<file path="src/rtl/pci_arb_pkg.sv">
// Shared types and default parameters for the FIFO-ordered PCI bus arbiter.
package pci_arb_pkg;

  // Grant sequencer states: waiting for work, master holds GNT#, bus in use.
  typedef enum logic [1:0] {
    IDLE  = 2'd0,
    GRANT = 2'd1,
    BUSY  = 2'd2
  } arb_state_t;

  // Default configuration of the arbiter.
  localparam int DEF_N_MASTERS   = 8;
  localparam int DEF_DEPTH       = 8;
  localparam int DEF_GNT_TIMEOUT = 16;

endpackage

</file>
<file path="src/rtl/pci_idx_fifo.sv">
// Synchronous FIFO of master indices. The head entry is visible in the same
// cycle it becomes valid so the grant sequencer can decide without an extra
// read cycle. A push into a full FIFO is accepted only alongside a pop.
module pci_idx_fifo #(
  parameter int WIDTH = 3,
  parameter int DEPTH = 8,
  parameter int CNT_W = $clog2(DEPTH + 1)
) (
  input  logic             clk,
  input  logic             rst,
  input  logic             push,
  input  logic [WIDTH-1:0] push_data,
  input  logic             pop,
  output logic [WIDTH-1:0] head,
  output logic             full,
  output logic             empty,
  output logic [CNT_W-1:0] count
);

  localparam int PTR_W = (DEPTH > 1) ? $clog2(DEPTH) : 1;

  logic [WIDTH-1:0] mem [DEPTH];
  logic [PTR_W-1:0] wr_ptr_reg;
  logic [PTR_W-1:0] rd_ptr_reg;
  logic [CNT_W-1:0] count_reg;
  logic             do_push;
  logic             do_pop;

  // Pointers wrap modulo DEPTH, which need not be a power of two.
  function automatic logic [PTR_W-1:0] next_ptr(input logic [PTR_W-1:0] p);
    if (p == PTR_W'(DEPTH - 1)) begin
      return '0;
    end
    return p + PTR_W'(1);
  endfunction

  assign empty   = (count_reg == '0);
  assign full    = (count_reg == CNT_W'(DEPTH));
  assign do_pop  = pop && !empty;
  assign do_push = push && (!full || do_pop);
  assign head    = mem[rd_ptr_reg];
  assign count   = count_reg;

  // Storage write; contents need no reset because count gates every read.
  always_ff @(posedge clk) begin
    if (do_push) begin
      mem[wr_ptr_reg] <= push_data;
    end
  end

  // Pointer and occupancy bookkeeping.
  always_ff @(posedge clk) begin
    if (rst) begin
      wr_ptr_reg <= '0;
      rd_ptr_reg <= '0;
      count_reg  <= '0;
    end else begin
      if (do_push) begin
        wr_ptr_reg <= next_ptr(wr_ptr_reg);
      end
      if (do_pop) begin
        rd_ptr_reg <= next_ptr(rd_ptr_reg);
      end
      case ({do_push, do_pop})
        2'b10:   count_reg <= count_reg + CNT_W'(1);
        2'b01:   count_reg <= count_reg - CNT_W'(1);
        default: count_reg <= count_reg;
      endcase
    end
  end

endmodule

</file>
<file path="src/rtl/pci_fifo_arbiter.sv">
// First-in-first-out PCI bus arbiter. New requesters are queued by index in
// arrival order (lowest index first when several arrive together); a grant
// sequencer pops the head, drives a single active-low GNT# and follows
// FRAME#/IRDY# to learn when the bus is free again.
module pci_fifo_arbiter
  import pci_arb_pkg::*;
#(
  parameter int N_MASTERS   = DEF_N_MASTERS,
  parameter int DEPTH       = DEF_DEPTH,
  parameter int GNT_TIMEOUT = DEF_GNT_TIMEOUT,
  parameter int IDX_W       = $clog2(N_MASTERS)
) (
  input  logic                         clk,
  input  logic                         rst,
  input  logic [N_MASTERS-1:0]         req_n,
  input  logic                         frame_n,
  input  logic                         irdy_n,
  output logic [N_MASTERS-1:0]         gnt_n,
  output logic                         gnt_valid,
  output logic [IDX_W-1:0]             gnt_idx,
  output logic [$clog2(DEPTH+1)-1:0]   q_count,
  output logic                         q_full
);

  localparam int CNT_W = $clog2(DEPTH + 1);
  localparam int TMR_W = $clog2(GNT_TIMEOUT + 1);

  arb_state_t           state_reg;
  arb_state_t           state_next;
  logic [TMR_W-1:0]     timer_reg;
  logic [TMR_W-1:0]     timer_next;
  logic [IDX_W-1:0]     gnt_idx_reg;
  logic [IDX_W-1:0]     gnt_idx_next;
  logic [N_MASTERS-1:0] gnt_n_reg;
  logic [N_MASTERS-1:0] gnt_n_next;
  logic                 gnt_valid_reg;
  logic                 gnt_valid_next;
  logic [N_MASTERS-1:0] pending_reg;
  logic [N_MASTERS-1:0] pending_next;

  logic [N_MASTERS-1:0] candidates;
  logic [IDX_W-1:0]     push_idx;
  logic                 push;
  logic                 pop;
  logic [IDX_W-1:0]     head_idx;
  logic                 q_empty;
  logic                 clr_en;
  logic [IDX_W-1:0]     clr_idx;

  genvar gi;

  // Masters asking for the bus that are not already queued or being served.
  assign candidates = ~req_n & ~pending_reg;

  // Lowest-index candidate wins the single push slot of this cycle.
  always_comb begin
    push_idx = '0;
    for (int i = N_MASTERS - 1; i >= 0; i--) begin
      if (candidates[i]) begin
        push_idx = IDX_W'(i);
      end
    end
  end

  // A full queue still accepts a push when the head leaves in the same cycle.
  assign push = (|candidates) && (!q_full || pop);

  pci_idx_fifo #(
    .WIDTH (IDX_W),
    .DEPTH (DEPTH),
    .CNT_W (CNT_W)
  ) u_idx_fifo (
    .clk       (clk),
    .rst       (rst),
    .push      (push),
    .push_data (push_idx),
    .pop       (pop),
    .head      (head_idx),
    .full      (q_full),
    .empty     (q_empty),
    .count     (q_count)
  );

  // State register: sequencer state, grant timer and registered outputs.
  always_ff @(posedge clk) begin
    if (rst) begin
      state_reg     <= IDLE;
      timer_reg     <= '0;
      gnt_idx_reg   <= '0;
      gnt_n_reg     <= '1;
      gnt_valid_reg <= 1'b0;
    end else begin
      state_reg     <= state_next;
      timer_reg     <= timer_next;
      gnt_idx_reg   <= gnt_idx_next;
      gnt_n_reg     <= gnt_n_next;
      gnt_valid_reg <= gnt_valid_next;
    end
  end

  // Next-state logic: pop/discard in IDLE, release conditions in GRANT
  // (FRAME# first, then withdrawal, then timeout), bus-idle wait in BUSY.
  always_comb begin
    state_next   = state_reg;
    timer_next   = timer_reg;
    gnt_idx_next = gnt_idx_reg;
    pop          = 1'b0;
    clr_en       = 1'b0;
    clr_idx      = gnt_idx_reg;
    case (state_reg)
      IDLE: begin
        if (!q_empty) begin
          pop = 1'b1;
          if (!req_n[head_idx]) begin
            gnt_idx_next = head_idx;
            timer_next   = '0;
            state_next   = GRANT;
          end else begin
            // Request was withdrawn while queued: drop the stale entry.
            clr_en  = 1'b1;
            clr_idx = head_idx;
          end
        end
      end
      GRANT: begin
        if (!frame_n) begin
          clr_en     = 1'b1;
          state_next = BUSY;
        end else if (req_n[gnt_idx_reg]) begin
          clr_en     = 1'b1;
          state_next = IDLE;
        end else if (timer_reg == TMR_W'(GNT_TIMEOUT - 1)) begin
          clr_en     = 1'b1;
          state_next = IDLE;
        end else begin
          timer_next = timer_reg + TMR_W'(1);
        end
      end
      BUSY: begin
        if (frame_n && irdy_n) begin
          state_next = IDLE;
        end
      end
      default: begin
        state_next = IDLE;
      end
    endcase
  end

  // Output logic: grant is valid exactly while the next state is GRANT.
  always_comb begin
    gnt_valid_next = (state_next == GRANT);
  end

  // One-cold GNT# decode of the granted index.
  generate
    for (gi = 0; gi < N_MASTERS; gi++) begin : g_gnt_decode
      assign gnt_n_next[gi] = !(gnt_valid_next && (gnt_idx_next == IDX_W'(gi)));
    end
  endgenerate

  // Pending bits: set on enqueue, cleared when service ends or entry is dropped.
  generate
    for (gi = 0; gi < N_MASTERS; gi++) begin : g_pending
      assign pending_next[gi] = (pending_reg[gi] | (push && (push_idx == IDX_W'(gi))))
                              & ~(clr_en && (clr_idx == IDX_W'(gi)));
    end
  endgenerate

  // Pending register.
  always_ff @(posedge clk) begin
    if (rst) begin
      pending_reg <= '0;
    end else begin
      pending_reg <= pending_next;
    end
  end

  assign gnt_n     = gnt_n_reg;
  assign gnt_valid = gnt_valid_reg;
  assign gnt_idx   = gnt_idx_reg;

endmodule
</file>
<file path="config.mk">
export PLATFORM = sky130hd
export DESIGN_NAME = pci_fifo_arbiter
export DESIGN_NICKNAME = d
export VERILOG_FILES = /design/src/rtl/pci_arb_pkg.sv /design/src/rtl/pci_idx_fifo.sv /design/src/rtl/pci_fifo_arbiter.sv
export SDC_FILE = /design/constraint.sdc
export NUM_CORES = 1
export LEC_CHECK = 0
export ABC_CLOCK_PERIOD_IN_PS = 3300
export CAP_MARGIN = 20
export CORE_AREA = 2 2 86 88
export CTS_BUF_LIST = sky130_fd_sc_hd__clkbuf_8
export DETAILED_ROUTE_END_ITERATION = 10
export DIE_AREA = 0 0 88 90
export PLACE_DENSITY = 0.65
export SETUP_SLACK_MARGIN = 0.4
export SYNTH_ARGS = -nofsm -noshare
export SYNTH_HDL_FRONTEND = slang
export SYNTH_HIERARCHICAL = 1
export SYNTH_SLANG_ARGS = --single-unit
</file>
<file path="constraint.sdc">
create_clock -name clk -period 3.3 [get_ports clk]
set_input_delay 0.66 -clock clk [delete_from_list [all_inputs] [get_ports clk]]
set_output_delay 0.66 -clock clk [all_outputs]
set_load 0.01 [all_outputs]
</file>
==> flow_summary_export.csv <==
group,metric,value,unit
timing,fin_skew,0.00732,ns
power_and_ir_drop,comb_power_share,45.0,%
placement,gp_congestion,0.924,
yosys,synthCells,292,
timing,setup_slack,0.542,ns
timing,finalMaxSlewViolations,0,
floorplanning,die_area,7920,sq um
clock_tree,cts_tree,"built",
floorplanning,num_io_pins,29,
run,maxCapViolCount,0,
placement,preCtsSetupSlack,0.258,ns
timing,hold_violations,0,
power_and_ir_drop,p_sw,0.00116,W
power_and_ir_drop,sw_frac_of_total,37.7,%
route,drtIter0Drc,212,
timing,tightestPinTransition,0.801,ns
clock_tree,root_buffer,"clkbuf_8",
power_and_ir_drop,seqPwrFrac,36.4,%
setup_path,r2r_end,"pending_reg[6]$_SDFF_PP0_",
route,drc,0,
floorplanning,initial_core_util,44.9,%
yosys,synth.cell_area,3150,sq um
yosys,yosys-top-cells-area,"dfxtp_1 (25%), edfxtp_1 (23%), mux4_2 (6.4%), nor2_1 (4.9%), a21oi_1 (3.2%)",
yosys,yosysWarnings,6,
placement,post-dp-hpwl,4680,um
clock_tree,cts_buffers,9,
cells_and_area,largest_register_ffs,24,
setup_path,r2r_cells,9,
setup_path,critical_path_class,"flip-flop to flip-flop",
yosys,synth_top_area_share,25.4,%
setup_path,cp.arrival,2.99,ns
grt,antenna_found_initial,0,
hold_path,worstHoldStart,"u_idx_fifo/rd_ptr_reg[1]$_SDFFE_PP0N_",
timing,setup_tns,0,ns
power_and_ir_drop,power.density,817,nW/um^2
cells_and_area,final_cell_area,3760,sq um
cells_and_area,finalNetCount,352,
outcome,outcome,"finished, final reports clean",
cells_and_area,drive_gt1_share,18.2,%
cells_and_area,syn2layout_area_growth,19.1,%
clock_tree,cts_max_level,3,
grt,grt_util_all_layers,17.4,%
clock_tree,cts_sinks,64,
yosys,ys_seq_elements,64,
clock_tree,cts_max_path_buffers,2,
grt,overflow,0,
timing,rsz0062_at_grt,"false",
power_and_ir_drop,internal-power,0.00191,W
cells_and_area,layout_commonest_cell,"nor2_1",
setup_path,start_kind,"flip-flop",
grt,grt_pass1_vias,2191,
route,wl_per_cell,14.7,um
yosys,synthArstFlopShare,0,%
hold_path,min_path_cells,2,
yosys,synth_seq_area_share,48.3,%
clock_tree,clk_pin_slew_worst_paths,0.06,ns
yosys,ys_types,50,
placement,port-buffer-count,28,
floorplanning,die-height,90,um
yosys,ys.flop_type,"dfxtp_1",
floorplanning,core_area,7020,sq um
route,viasPerCell,5.27,
cells_and_area,diodes,0,
placement,dpl_cell_area,3560,sq um
floorplanning,rows,31,
cells_and_area,nFillCells,638,
setup_path,cp.required,3.53,ns
power_and_ir_drop,p_clk_share,18.6,%
timing,finalCritPeriodShare,83.6,%
timing,period_minus_slack,2.76,ns
power_and_ir_drop,p_leak,1.37,nW
hold_path,hp-class,"flip-flop to flip-flop",
route,drt.antenna.violating_nets,0,
floorplanning,die_x,88,um
timing,max_clock_freq,363,MHz
setup_path,rrSetupSlack,0.54,ns
power_and_ir_drop,ir_drop,0.452,mV
clock_tree,clkLatencyLatePin,0.34,ns
cells_and_area,final_cell_mix,"nor2_1 (41), dfxtp_1 (39), clkdlybuf4s50_1 (28), edfxtp_1 (24), nand2_1 (23)",
grt,grt_pass1_wl,10400,um
yosys,synth_area_leader_cell,"dfxtp_1",
yosys,synth-edff-count,24,
timing,setup_viol,0,
grt,grt_start_max_net_pins,21,
setup_path,cp-end-kind,"flip-flop",
yosys,syn_nets,313,
timing,maxSlewHeadroom,46.4,%
setup_path,crit_fanout,7,
route,drtPass1Iterations,4,
route,wl,6390,um
yosys,avgSynthCellArea,10.8,sq um
hold_path,whs_endpoint,"u_idx_fifo/rd_ptr_reg[1]$_SDFFE_PP0N_",
route,num_vias,2292,
## worst max-delay path: stages (launching register included)
cell	delay, ns
dfxtp_4	0.40
mux4_2	0.52
mux2_4	0.34
mux4_2	0.48
mux2i_4	0.22
nor2b_2	0.13
a21oi_2	0.14
nor3_1	0.06
buf_4	0.15
a211oi_1	0.21
## power by group through the flow
stage / Clock (W) / Combinational, W / Sequential (W)
after floorplan: 0 / 0.00105 / 0.00110
final: 0.000572 / 0.00138 / 0.00112
after global placement: 0 / 0.00132 / 0.00113
after global routing: 0.000618 / 0.00152 / 0.00114
after CTS: 0.000586 / 0.00134 / 0.00112
after detailed placement: 0 / 0.00134 / 0.00113
## final cells by class
type | instances | area (sq um) | area share, %
multi-input combinational | 209 | 1540 | 41.1
sequential | 64 | 1530 | 40.6
timing repair buffer | 40 | 370 | 9.86
clock buffer | 10 | 138 | 3.66
tap | 99 | 124 | 3.30
clock inverter | 6 | 30.0 | 0.799
inverter | 7 | 26.3 | 0.700
## cells in the mapped netlist, drive strengths merged, types with 2 or more instances
cell	instances
nor2b	6
or3b	2
o22ai	3
or3	3
a31oi	2
edfxtp	24
mux2	7
nand2	25
inv	7
mux4	9
o21ai	2
o22a	2
nand3	8
buf	8
ha	8
a211oi	11
clkbuf	4
a21oi	22
nor3	10
o211ai	2
mux2i	11
nand2b	9
dfxtp	40
o32a	2
xnor2	7
nor4	2
nor3b	2
or2	3
nor2	41
## layer usage
layer  GRT usage, %  wire [um]  part of all wire (%)
met1           23.5       3040                    48
met2           26.4       2920                    46
met4           7.31        125                   2.0
met5              0          0                     0
met3           4.22        300                   4.7
## metrics by stage
| stage | instances | utilization, % | total power (W) | hold WS (ns) |
|---|---|---|---|---|
| 6_report | 435 | 53.5 | 0.00307 | 0.480 |
| 5_1_grt | 435 | 53.5 | 0.00328 | 0.520 |
| 4_1_cts | 433 | 53.1 | 0.00305 | 0.482 |
| 3_5_place_dp | 417 | 50.7 | 0.00247 | 0.473 |
| 3_3_place_gp | 417 | 50.7 | 0.00245 | 0.468 |
| 2_1_floorplan | 292 | - | 0.00215 | 0.450 |
## how the worst max path moves through the flow
stage	start	endpoint	slack [ns]	cells past startpoint
after floorplan	u_idx_fifo/count[0]$_SDFFE_PP0P_	u_idx_fifo/count[3]$_SDFFE_PP0P_	0.46	12
after global placement	req_n[1]	u_idx_fifo/count[3]$_SDFFE_PP0P_	0.28	11
after detailed placement	req_n[0]	u_idx_fifo/count[3]$_SDFFE_PP0P_	0.26	11
after CTS	flip-flop	pending_reg[6]$_SDFF_PP0_	0.43	9
after global routing	u_idx_fifo/count[0]$_SDFFE_PP0P_	u_idx_fifo/count[3]$_SDFFE_PP0P_	0.40	13
final	flip-flop	pending_reg[6]$_SDFF_PP0_	0.54	9
## repair_timing
item | CTS | global route
hold buffers | 0 | 0
setup endpoints to repair | 12 | 14
buffers inserted | 0 | 2
gates resized for setup | 1 | 4
endpoints found under the hold margin | 0 | 0
## logic make-up after synthesis
group | share of synthesized area [%]
flip-flops | 48.3
multiplexers | 12.9
XOR/XNOR | 1.94
adder cells (fa/ha/maj) | 3.81
buffers and inverters | 3.17
AO/OA/AOI/OAI | 11.9
AND/OR/NAND/NOR | 17.9
(Power assumes the default switching activity.)
